[src/rtl/spi_arb_pkg.sv]
// spi_arb_pkg: shared types and helpers for the SPI requester arbiter.
//   arb_state_e  : burst sequencing FSM states
//   DEF_*        : default parameter values
//   sat_len()    : maps a requested burst length into 1..max_len
package spi_arb_pkg;

  localparam int DEF_NUM_REQ = 4;
  localparam int DEF_DW      = 8;
  localparam int DEF_MAX_LEN = 8;

  typedef enum logic [2:0] {
    ST_IDLE,
    ST_SETUP,
    ST_LOAD,
    ST_WAIT,
    ST_HOLD
  } arb_state_e;

  // A zero-length request still moves one byte; oversized requests clamp.
  function automatic int unsigned sat_len(input int unsigned len,
                                          input int unsigned max_len);
    if (len == 0)      return 1;
    if (len > max_len) return max_len;
    return len;
  endfunction

endpackage

[src/rtl/rr_arbiter.sv]
// rr_arbiter: combinational round-robin picker with a registered priority
// pointer.
//   clk_i, rst_i : clock, synchronous active-high reset (pointer -> 0)
//   req          : request vector
//   upd_en       : advance pointer to one past the current pick
//   grant        : one-hot pick (0 if no request)
//   idx          : binary index of the pick
module rr_arbiter #(
  parameter int NUM_REQ = 4,
  parameter int IDX_W   = $clog2(NUM_REQ)
) (
  input  logic               clk_i,
  input  logic               rst_i,
  input  logic [NUM_REQ-1:0] req,
  input  logic               upd_en,
  output logic [NUM_REQ-1:0] grant,
  output logic [IDX_W-1:0]   idx
);

  logic [IDX_W-1:0] ptr_q;

  // Scan starting at the pointer and wrapping; first set bit wins.
  always_comb begin
    logic found;
    int   j;
    grant = '0;
    idx   = '0;
    found = 1'b0;
    j     = 0;
    for (int i = 0; i < NUM_REQ; i++) begin
      j = int'(ptr_q) + i;
      if (j >= NUM_REQ) j = j - NUM_REQ;
      if (!found && req[j]) begin
        found    = 1'b1;
        grant[j] = 1'b1;
        idx      = IDX_W'(j);
      end
    end
  end

  always_ff @(posedge clk_i) begin
    if (rst_i)
      ptr_q <= '0;
    else if (upd_en)
      ptr_q <= (idx == IDX_W'(NUM_REQ-1)) ? '0 : idx + IDX_W'(1);
  end

endmodule

[src/rtl/spi_req_arbiter.sv]
// spi_req_arbiter: shares one SPI master byte engine among NUM_REQ
// requesters. Grants round-robin, holds the owner's chip select for the
// whole burst and sequences start/ready/done per byte.
//   clk_i, rst_i     : clock, synchronous active-high reset
//   req_i, len_i     : per-requester burst request / length (bytes)
//   tx_data_i        : per-requester next byte; tx_ack_o pulses on consume
//   rx_data_o        : last received byte, qualified by one-hot rx_valid_o
//   done_o           : one-hot burst-complete pulse
//   grant_o, busy_o  : current owner / burst in progress
//   ss_n_o           : active-low chip selects
//   spi_*            : SPI master byte engine handshake
// Every output is a flop; the FSM computes next values combinationally.
module spi_req_arbiter
  import spi_arb_pkg::*;
#(
  parameter int NUM_REQ = DEF_NUM_REQ,
  parameter int DW      = DEF_DW,
  parameter int MAX_LEN = DEF_MAX_LEN,
  parameter int LEN_W   = $clog2(MAX_LEN+1)
) (
  input  logic                           clk_i,
  input  logic                           rst_i,
  input  logic [NUM_REQ-1:0]             req_i,
  input  logic [NUM_REQ-1:0][LEN_W-1:0]  len_i,
  input  logic [NUM_REQ-1:0][DW-1:0]     tx_data_i,
  output logic [NUM_REQ-1:0]             tx_ack_o,
  output logic [DW-1:0]                  rx_data_o,
  output logic [NUM_REQ-1:0]             rx_valid_o,
  output logic [NUM_REQ-1:0]             done_o,
  output logic [NUM_REQ-1:0]             grant_o,
  output logic                           busy_o,
  output logic [NUM_REQ-1:0]             ss_n_o,
  output logic [DW-1:0]                  spi_din_o,
  output logic                           spi_start_o,
  input  logic                           spi_ready_i,
  input  logic                           spi_done_tick_i,
  input  logic [DW-1:0]                  spi_dout_i
);

  localparam int IDX_W = $clog2(NUM_REQ);

  arb_state_e         state_q, state_d;
  logic [IDX_W-1:0]   idx_q, idx_d;
  logic [LEN_W-1:0]   len_q, len_d;
  logic [LEN_W-1:0]   cnt_q, cnt_d;

  logic [NUM_REQ-1:0] grant_d, ss_n_d, tx_ack_d, rx_valid_d, done_d;
  logic [DW-1:0]      rx_data_d, din_d;
  logic               busy_d, start_d;

  logic [NUM_REQ-1:0] arb_req, arb_grant;
  logic [IDX_W-1:0]   arb_idx;
  logic               arb_upd;

  rr_arbiter #(.NUM_REQ(NUM_REQ), .IDX_W(IDX_W)) u_rr (
    .clk_i  (clk_i),
    .rst_i  (rst_i),
    .req    (arb_req),
    .upd_en (arb_upd),
    .grant  (arb_grant),
    .idx    (arb_idx)
  );

  always_comb begin
    state_d    = state_q;
    idx_d      = idx_q;
    len_d      = len_q;
    cnt_d      = cnt_q;
    grant_d    = grant_o;
    ss_n_d     = ss_n_o;
    busy_d     = busy_o;
    din_d      = spi_din_o;
    rx_data_d  = rx_data_o;
    start_d    = 1'b0;
    tx_ack_d   = '0;
    rx_valid_d = '0;
    done_d     = '0;
    arb_req    = req_i;
    arb_upd    = 1'b0;

    unique case (state_q)
      ST_IDLE: begin
        if (|req_i) begin
          idx_d   = arb_idx;
          len_d   = LEN_W'(sat_len(32'(len_i[arb_idx]), MAX_LEN));
          cnt_d   = '0;
          grant_d = arb_grant;
          ss_n_d  = ~arb_grant;
          busy_d  = 1'b1;
          state_d = ST_SETUP;
        end
      end
      ST_SETUP: state_d = ST_LOAD;
      ST_LOAD: begin
        if (spi_ready_i) begin
          din_d    = tx_data_i[idx_q];
          start_d  = 1'b1;
          tx_ack_d = grant_o;
          state_d  = ST_WAIT;
        end
      end
      ST_WAIT: begin
        if (spi_done_tick_i) begin
          rx_data_d  = spi_dout_i;
          rx_valid_d = grant_o;
          cnt_d      = cnt_q + LEN_W'(1);
          state_d    = (cnt_q == len_q - LEN_W'(1)) ? ST_HOLD : ST_LOAD;
        end
      end
      ST_HOLD: begin
        // Feed the owner back into the picker so the pointer lands on
        // owner+1 regardless of what req_i is doing now.
        arb_req = grant_o;
        arb_upd = 1'b1;
        grant_d = '0;
        ss_n_d  = '1;
        busy_d  = 1'b0;
        done_d  = grant_o;
        state_d = ST_IDLE;
      end
      default: state_d = ST_IDLE;
    endcase
  end

  always_ff @(posedge clk_i) begin
    if (rst_i) begin
      state_q     <= ST_IDLE;
      idx_q       <= '0;
      len_q       <= '0;
      cnt_q       <= '0;
      grant_o     <= '0;
      ss_n_o      <= '1;
      busy_o      <= 1'b0;
      spi_din_o   <= '0;
      spi_start_o <= 1'b0;
      tx_ack_o    <= '0;
      rx_data_o   <= '0;
      rx_valid_o  <= '0;
      done_o      <= '0;
    end else begin
      state_q     <= state_d;
      idx_q       <= idx_d;
      len_q       <= len_d;
      cnt_q       <= cnt_d;
      grant_o     <= grant_d;
      ss_n_o      <= ss_n_d;
      busy_o      <= busy_d;
      spi_din_o   <= din_d;
      spi_start_o <= start_d;
      tx_ack_o    <= tx_ack_d;
      rx_data_o   <= rx_data_d;
      rx_valid_o  <= rx_valid_d;
      done_o      <= done_d;
    end
  end

endmodule

[config.mk]
export PLATFORM = sky130hd
export DESIGN_NAME = spi_req_arbiter
export DESIGN_NICKNAME = d
export VERILOG_FILES = /design/src/rtl/spi_arb_pkg.sv /design/src/rtl/rr_arbiter.sv /design/src/rtl/spi_req_arbiter.sv
export SDC_FILE = /design/constraint.sdc
export NUM_CORES = 1
export LEC_CHECK = 0
export ABC_CLOCK_PERIOD_IN_PS = 2780
export BUFFER_PORTS_ARGS = -buffer_cell sky130_fd_sc_hd__buf_2
export CAP_MARGIN = 30
export CORE_MARGIN = 2
export CORE_UTILIZATION = 45
export CTS_BUF_LIST = sky130_fd_sc_hd__clkbuf_4 sky130_fd_sc_hd__clkbuf_8 sky130_fd_sc_hd__clkbuf_16
export CTS_CLUSTER_SIZE = 16
export DETAILED_ROUTE_END_ITERATION = 8
export MAX_ROUTING_LAYER = met4
export PLACE_DENSITY = 0.74
export SYNTH_ARGS = -nofsm -noshare
export SYNTH_HDL_FRONTEND = slang
export SYNTH_SLANG_ARGS = --single-unit
[constraint.sdc]
create_clock -name clk_i -period 2.78 [get_ports clk_i]
set_clock_uncertainty 0.05 [all_clocks]
set_input_delay 0.278 -clock clk_i [delete_from_list [all_inputs] [get_ports clk_i]]
set_output_delay 0.278 -clock clk_i [all_outputs]
set_load 0.05 [all_outputs]
Yosys cells after proc, flatten, opt, wreduce, memory -nomap -nowiden
Cells that the tools add are included.
{"block": "classes", "add_sub_neg": 10, "order_cmp": 15, "n_eq_ne": 9, "muxes": 68, "bitwise": 9, "reduce_logical": 25}
{"operator": "$ge 32x1->1 const B", "n": 4}
{"operator": "$lt 32x4->1 const B", "n": 4}
{"operator": "$mux 32", "n": 4}
{"operator": "$ge 32x4->1 const B", "n": 3}
{"operator": "$sub 32x4->32 const B", "n": 3}
{"operator": "$mux 4", "n": 13}
{"operator": "$mux 1", "n": 26}
{"operator": "$pmux 4 s2", "n": 3}
{"operator": "$bmux 8 s2", "n": 1}
{"operator": "$mux 3", "n": 4}
{"operator": "$or 4x4->4", "n": 3}
{"operator": "$pmux 3 s4", "n": 1}
{"operator": "$mux 2", "n": 5}
{"operator": "$bmux 1 s2", "n": 4}
{"operator": "$bmux 4 s2", "n": 1}
{"operator": "$demux 1 s2", "n": 4}
{"operator": "$mux 8", "n": 1}
{"operator": "$reduce_and 2->1", "n": 4}
{"operator": "$logic_and 1x1->1", "n": 7}
{"operator": "$add 2x2->3 const B", "n": 2}
{"operator": "$eq 3x2->1 const B", "n": 2}
{"operator": "$lt 2x3->1 const B", "n": 2}
{"operator": "$ne 2x2->1 const B", "n": 3}
{"operator": "$reduce_and 3->1", "n": 2}
{"operator": "other kinds (21)", "n": 30}
{"block": "totals", "ff_bits": 53, "inputBits": 64}

Depth between registers and ports, before layout
Gate-level depths: netlist of the first run.
{"block": "logic_depth", "depth_word": 26, "depth_mapped": 11}

Modules after synthesis
Synthesis of the first run repeated with hierarchy kept, for this count alone.
{"block": "unflattened", "cells_unflattened": 288, "area_unflattened_um2": 2773.9}
{"module": "spi_req_arbiter", "instances": 1, "cells_per_inst": 235, "area_each_um2": 2280.9, "seq_area_each_um2": 1021.0}
{"module": "rr_arbiter", "instances": 1, "cells_per_inst": 53, "area_each_um2": 493.0, "seq_area_each_um2": 40.0}

Worst setup path after synthesis of the first run
OpenSTA, ideal clock, no wires.
{"block": "synth_path", "path_type": "register to register", "start": "reg state_q[1]", "end": "reg len_q[0]", "setup_time_ps": 59, "arrival_time_ps": 2723, "required_ps": 2671, "slack_ps": -52, "path_stages_with_launch": 12, "path_buffers": 3, "period_less_slack_ps": 2832, "path_cell_list": "dfxtp_1 > buf_6 > or3b_1 > buf_6 > a21oi_1 > mux2i_1 > a31oi_1 > o21a_1 > buf_6 > mux4_2 > o31ai_2 > o31a_1"}
{"block": "synth_via", "elab_chain_cells": 24}
{"element": "start, declared", "line": "spi_req_arbiter.sv:42", "rtl": "arb_state_e state_q, state_d;"}
{"element": "start signal, assigned", "line": "spi_req_arbiter.sv:141", "rtl": "state_q <= state_d;"}
{"element": "$eq 3x3->1", "line": "spi_req_arbiter.sv:81", "rtl": "unique case (state_q)"}
{"element": "$mux 4", "line": "spi_req_arbiter.sv:81"}
{"element": "$bmux 1 s2", "line": "rr_arbiter.sv:33", "rtl": "if (!found && req[j]) begin"}
{"element": "$mux 1 (implied by the code) (2 in a row)", "line": "rr_arbiter.sv:33"}
{"element": "$mux 1", "line": "rr_arbiter.sv:33"}
{"element": "$logic_not 1->1", "line": "rr_arbiter.sv:33"}
{"element": "$logic_and 1x1->1", "line": "rr_arbiter.sv:33"}
{"element": "$mux 1", "line": "rr_arbiter.sv:33"}
{"element": "[6 not listed]"}
{"element": "$bmux 4 s2", "line": "spi_req_arbiter.sv:85", "rtl": "len_d = LEN_W'(sat_len(32'(len_i[arb_idx]), MAX_LEN));"}
{"element": "$mux 4 (implied by the code)", "line": "spi_req_arbiter.sv:85"}
{"element": "$gt 4x4->1", "line": "spi_arb_pkg.sv:23", "rtl": "if (len > max_len) return max_len;"}
{"element": "$mux 1 (2 in a row)", "line": "spi_arb_pkg.sv:23"}
{"element": "$mux 1", "line": "spi_req_arbiter.sv:83", "rtl": "if (|req_i) begin"}
{"element": "$mux 1", "line": "spi_req_arbiter.sv:81"}
{"element": "$mux 4", "line": "spi_arb_pkg.sv:24", "rtl": "return len;"}
{"element": "$mux 4", "line": "spi_arb_pkg.sv:23"}
{"element": "end signal, assigned", "line": "spi_req_arbiter.sv:143", "rtl": "len_q <= len_d;"}
{"element": "end, declared", "line": "spi_req_arbiter.sv:44", "rtl": "logic [LEN_W-1:0] len_q, len_d;"}
Parallel ways exist; a longest one is shown, timed or not. The select of a mux whose other input is x is not followed.
A chain may end at the register's enable or synchronous reset.

Final worst setup path of the first run
{"block": "layout_path", "start": "reg state_q[2]", "end": "reg len_q[1]"}
The elaborated chain is that of the path after synthesis.

==> flow_metrics.py, run 1 <==
metrics = {
    "status": {
        "status": "finished, violations left",
        "violations": "setup timing",
    },
    "clocking": {
        "clock_latency_ns": 0.31,
        "cts_root_buf": "clkbuf_8",
        "clock_path_buffers": 2,
        "htree_levels": 2,
        "cts.reportedPaths.clkPinSlew_ns": 0.10,
        "clock_sinks": 53,
        "cts_buffers": 5,
        "cts_tree": "yes",
    },
    "placed_design": {
        "io_buffers": 101,
        "hpwlAfterDp_mm": 5.42,
        "place_area_um2": 3520,
        "gp_routability_congestion": 0.907,
    },
    "synthesis": {
        "ys_top_cells_by_count": "53 x dfxtp_1, 45 x nand2_1, 27 x a21oi_1",
        "async_reset_ff_frac": 0,
        "synthCells": 307,
        "yosysMostFrequentCell": "dfxtp_1",
        "synth_ff_type": "dfxtp_1",
        "synth_area_um2": 2850,
        "ys_warn_count": 0,
        "ys_types": 52,
        "avgSynthCellArea_um2": 9.28,
        "synth_seq_area_share": 0.372,
        "synth_nets": 380,
        "synth_edf_count": 0,
        "synth_top_cell_area_share": 0.372,
        "ys_seq_elements": 53,
        "synth.area.top_cells": "dfxtp_1 37%, mux4_2 8.7%, nand2_1 5.9%",
        "post-synth-top-area-cell": "dfxtp_1",
    },
    "power": {
        "vdd_drop_max_uv": 270,
        "leakagePower_nw": 1.62,
        "power_density_nw_per_um2": 506,
        "total_power_mw": 1.88,
    },
    "timing": {
        "rsz0062_at_grt": "true",
        "clock.fmax_mhz": 360,
        "fin_crit_sh": 1.00,
        "setup_viol": 1,
        "fin_crit_ns": 2.78,
        "finalMaxSlewViolations": 0,
        "relSlewSlack": 0.439,
        "hold_violations": 0,
        "postLayoutSetupSlackWorst_ns": -0.000971,
        "whs_ns": 0.136,
        "worstMarginPinSlew_ns": 0.841,
    },
    "floorplanning": {
        "io_pins": 102,
        "rows": 28,
        "core_um2": 6030,
        "dieHeight_um": 83.6,
        "die_area_um2": 6990,
        "die_w_um": 83.6,
        "initial_core_util": 0.473,
    },
    "global_routing": {
        "grt_start_max_net_pins": 47,
        "track_usage": 0.219,
        "grt_pass1_wl_mm": 12.2,
        "first_global_vias": 2626,
        "globalRouteOverflowTotal": 0,
        "antenna_found_initial": 0,
    },
    "final_layout": {
        "fillers": 552,
        "layout-drive-gt1-share": 0.386,
        "syn_to_final_growth_pct": 30.4,
        "layout.nets": 494,
        "antennaDiodeCount": 0,
        "design_area_um2": 3720,
    },
    "detailed_routing": {
        "detail_route.first_pass.iterations": 4,
        "drt-total-wl_mm": 7.48,
        "drtIter0Drc": 157,
        "vias": 2682,
        "viasPerCell": 5.40,
        "drt-wirelength-per-cell_um": 15.0,
        "final_antenna_net_count": 0,
        "drc": 0,
    },
    "worst_setup_path": {
        "startpoint_type": "register",
        "path_class": "register to register",
        "critPathMaxFanout": 11,
        "end_kind": "register",
        "cp.arrival_ns": 2.94,
        "required_ns": 2.94,
    },
    "min_path": {
        "hp-class": "input port to register",
    },
    "job": {
        "cap_violations": 0,
    },
}
[where the power goes]
group | total, mW | switching (mW) | internal, mW | leakage [nW]
clock | 0.553 | 0.260 | 0.293 | 0.0574
combinational | 0.486 | 0.295 | 0.191 | 1.14
sequential | 0.840 | 0.0386 | 0.801 | 0.432
total | 1.88 | 0.594 | 1.29 | 1.62
[cells in the final DEF (no fill, tap or decap), drive strengths merged, types with 3 or more instances in the layout]
master / Yosys / layout
mux4: 11 / 11
clkbuf: 13 / 6
o31ai: 3 / 3
and3: 3 / 3
inv: 7 / 7
nor2b: 3 / 3
dfxtp: 53 / 53
a211o: 5 / 5
nand3: 4 / 4
o21a: 3 / 3
mux2i: 14 / 14
a21o: 3 / 3
a221oi: 3 / 3
xor2: 7 / 7
nor2: 23 / 23
nor3: 16 / 16
o211ai: 3 / 3
nor3b: 7 / 7
ha: 9 / 9
a211oi: 3 / 3
a21oi: 28 / 28
xnor2: 3 / 3
nand2: 45 / 45
and2: 7 / 7
buf: 5 / 125
[sequential cells by signal, summed over array words and instances (netlist names), 2 cells and up]
name / count
rx_data_o: 8
done_o: 4
ss_n_o: 4
grant_o: 4
cnt_q: 4
len_q: 4
tx_ack_o: 4
rx_valid_o: 4
u_rr.ptr_q: 2
spi_din_o: 8
idx_q: 2
state_q: 3
[critical path, stage by stage, from the launching register on]
cell and delay [ns]:
dfxtp_2 0.34, or3b_4 0.38, buf_12 0.16, mux2i_4 0.23, mux2i_2 0.15, and2_4 0.19, o31ai_4 0.37, mux4_2 0.57
a22o_1 0.22
[kinds of logic (layout without fill, tap and decap cells)]
| group | after synthesis | count (layout) | synth area share |
|---|---|---|---|
| and+or+nand+nor | 119 | 119 | 0.203 |
| AOI/OAI and AO/OA | 64 | 64 | 0.156 |
| DFF | 53 | 53 | 0.372 |
| muxes | 27 | 27 | 0.157 |
| buffers and inverters | 25 | 140 | 0.0408 |
| xor gates and xnor gates | 10 | 10 | 0.0307 |
| adders and majority gates | 9 | 9 | 0.0395 |
[metrics by stage]
stage / setup slack, ns / setup TNS (ns) / util / cells
2_1_floorplan: 0.0203 / 0 / - / 307
3_3_place_gp: 0.0398 / 0 / 0.583 / 483
4_1_cts: 0.00104 / 0 / 0.609 / 493
6_report: -0.000971 / -0.000971 / 0.617 / 497
5_1_grt: -0.115 / -0.446 / 0.617 / 497
3_5_place_dp: -0.0525 / -0.156 / 0.583 / 483
[final cells by class]
class	instances	area, µm²	area share
well taps	75	93.8	0.0252
repair buffers	125	702	0.189
multi-input cells	229	1710	0.460
clock buffers	6	82.6	0.0222
inverters	7	26.3	0.00707
clock inverters	2	37.5	0.0101
flip-flops and latches	53	1060	0.286
[timing repair]
| item | 4_1_cts | 5_1_grt |
|---|---|---|
| gates cloned | 0 | 0 |
| pin swaps | 3 | 4 |
| setup buffers | 2 | 4 |
| setup endpoints to repair | 6 | 10 |
| hold buffers | 0 | 0 |
| resized for setup | 5 | 4 |
[metal layers]
layer  wire length (µm)  GRT usage  vias to the layer above
met2               3690      0.358                      112
met5                  0          -                        -
met3                416     0.0376                       12
li1                   -          -                     1332
met4                126     0.0777                        0
met1               3250      0.275                     1226
[worst paths after layout]
path / from / endpoint / slack [ns] / cells after the start
worst min-delay path: spi_dout_i[2] / rx_data_o[2] / 0.14 / 3
worst max-delay path: state_q[2] / len_q[1] / -0.001 / 8
worst min register to register: rx_data_o[3] / rx_data_o[3] / 0.41 / 2
worst max register to register: state_q[2] / len_q[1] / -0.001 / 8
No activity file was read; power rests on OpenSTA's default activity.
==> run 2, diff against run 1 <==
Settings changed: BUFFER_PORTS_ARGS -buffer_cell sky130_fd_sc_hd__buf_2 to -buffer_cell sky130_fd_sc_hd__buf_4, CELL_PAD_IN_SITES_DETAIL_PLACEMENT from default to 1, CELL_PAD_IN_SITES_GLOBAL_PLACEMENT from default to 1, CORE_UTILIZATION 45 to 33, GPL_TIMING_DRIVEN from default to 0.
==> run 2 against run 1 <==
  * Critical path depth stayed put
  * Worst hold slack better by 0.015 ns
  * Combinational power is 15% higher
  * Final area is 10% higher
  * Flip-flop and latch count stayed put
  * First-iteration DRC count is 36% lower
  * Die area is 34% higher
  * The flow still finishes with violations (setup timing)
  * Non-clock buffer count is 8 higher
  * Wire length is 23% higher
  * Sequential share of layout area is 2.3 points lower
  * Maximum frequency is 3.2% lower
==> flow_metrics.py, run 2 (synthesized netlist as in run 1, its figures left out) <==
metrics = {
    "status": {
        "status": "finished, violations left",
        "violations": "setup timing",
    },
    "clocking": {
        "cts_buffers": 5,
        "clock_sinks": 53,
        "clock_path_buffers": 2,
        "cts_root_buf": "clkbuf_8",
        "htree_levels": 2,
        "cts.hold.buffers_added": 0,
        "cts_tree": "yes",
        "clock_latency_ns": 0.31,
        "cts.reportedPaths.clkPinSlew_ns": 0.10,
    },
    "detailed_routing": {
        "viasPerCell": 5.23,
        "drt-total-wl_mm": 9.23,
        "drc": 0,
        "vias": 2799,
        "detail_route.first_pass.iterations": 4,
        "final_antenna_net_count": 0,
        "drtIter0Drc": 100,
        "drt-wirelength-per-cell_um": 17.2,
    },
    "final_layout": {
        "fillers": 989,
        "antennaDiodeCount": 0,
        "layout.nets": 502,
        "top_regs": "rx_data_o (8), spi_din_o (8)",
        "design_area_um2": 4090,
        "mostFrequentLayoutCells": "115 x buf_4, 48 x dfxtp_1, 45 x nand2_1, 26 x a21oi_1, 23 x nor2_1",
        "layout-drive-gt1-share": 0.395,
        "mostFrequentLayoutCell": "buf_4",
        "fin_cells": 535,
        "syn_to_final_growth_pct": 43.5,
    },
    "timing": {
        "rsz0062_at_grt": "true",
        "setup_viol": 9,
        "clock.fmax_mhz": 348,
        "relSlewSlack": 0.520,
        "fin_crit_sh": 1.03,
        "finalMaxSlewViolations": 0,
        "fin_crit_ns": 2.87,
        "postLayoutSetupSlackWorst_ns": -0.0924,
        "worstMarginPinSlew_ns": 0.720,
        "hold_violations": 0,
        "setup-tns-final_ns": -0.381,
    },
    "power": {
        "total_power_mw": 1.85,
        "leakagePower_nw": 1.68,
        "vdd_drop_max_uv": 292,
        "power_density_nw_per_um2": 452,
    },
    "worst_setup_path": {
        "end_kind": "register",
        "rr_startpoint": "state_q[0]",
        "critPathMaxFanout": 7,
        "path_class": "register to register",
        "startpoint_type": "register",
        "cp.arrival_ns": 3.04,
        "critPathLaunch": "state_q[0]",
        "required_ns": 2.95,
    },
    "placed_design": {
        "io_buffers": 100,
        "gp_routability_congestion": 0.800,
        "place_area_um2": 3740,
        "placed_cells": 512,
        "hpwlAfterDp_mm": 6.87,
    },
    "floorplanning": {
        "die_w_um": 96.9,
        "rows": 33,
        "die_area_um2": 9400,
        "core_um2": 8300,
        "initial_core_util": 0.343,
        "io_pins": 102,
        "dieHeight_um": 96.9,
    },
    "global_routing": {
        "grt_pass1_wl_mm": 15.1,
        "first_global_vias": 2985,
        "grt_start_max_net_pins": 18,
        "track_usage": 0.202,
        "globalRouteOverflowTotal": 0,
        "antenna_found_initial": 0,
    },
    "min_path": {
        "hp-class": "input port to register",
        "min_from": "spi_dout_i[1]",
    },
    "job": {
        "cap_violations": 0,
    },
}
## run 2: cell type report
type	instances	area, µm²	share of cell area
plain buffers	16	77.6	0.0190
clock buffers	5	68.8	0.0168
clock inverters	3	22.5	0.00550
inverters	7	26.3	0.00642
multi-input cells	229	1800	0.439
flip-flops and latches	53	1070	0.263
well taps	105	131	0.0321
repair buffers	117	895	0.219
## run 2: worst paths after layout
check	endpoint	slack (ns)	cells past startpoint
worst max-delay path	ss_n_o[3]	-0.09	8
worst min-delay path	rx_data_o[1]	0.15	3
worst max register to register	ss_n_o[3]	-0.09	8
worst min register to register	rx_data_o[1]	0.41	2
## run 2: report_power, final
part           total (mW)  internal [mW]  switching [mW]
combinational       0.560          0.240           0.320
clock               0.447          0.179           0.268
sequential          0.842          0.802          0.0406
total                1.85           1.22           0.628
## run 2: layer usage
layer	share of wire	up-vias	GRT usage
li1	-	1341	-
met4	0.019	0	0.0520
met1	0.44	1374	0.247
met3	0.033	15	0.0253
met5	0	-	-
met2	0.51	69	0.353
## run 2: critical path, cell delays in order (launching register included)
cell	delay, ns
dfxtp_4	0.36
or3b_4	0.49
mux2i_4	0.33
mux2i_4	0.12
or4_4	0.57
a21oi_4	0.24
a221oi_1	0.14
a211o_1	0.31
a21o_1	0.16
## run 2: repair_timing
action | CTS | global route
resized for setup | 19 | 14
setup endpoints to repair | 12 | 12
setup buffers | 15 | 2
pin swaps | 12 | 7
## run 2: metrics by stage
step / hold slack, ns / util / worst slack (ns)
2_1_floorplan: 0.364 / - / 0.0203
3_3_place_gp: 0.391 / 0.451 / -0.268
3_5_place_dp: 0.397 / 0.451 / -0.293
4_1_cts: 0.145 / 0.484 / -0.0835
5_1_grt: 0.142 / 0.493 / -0.149
6_report: 0.151 / 0.493 / -0.0924
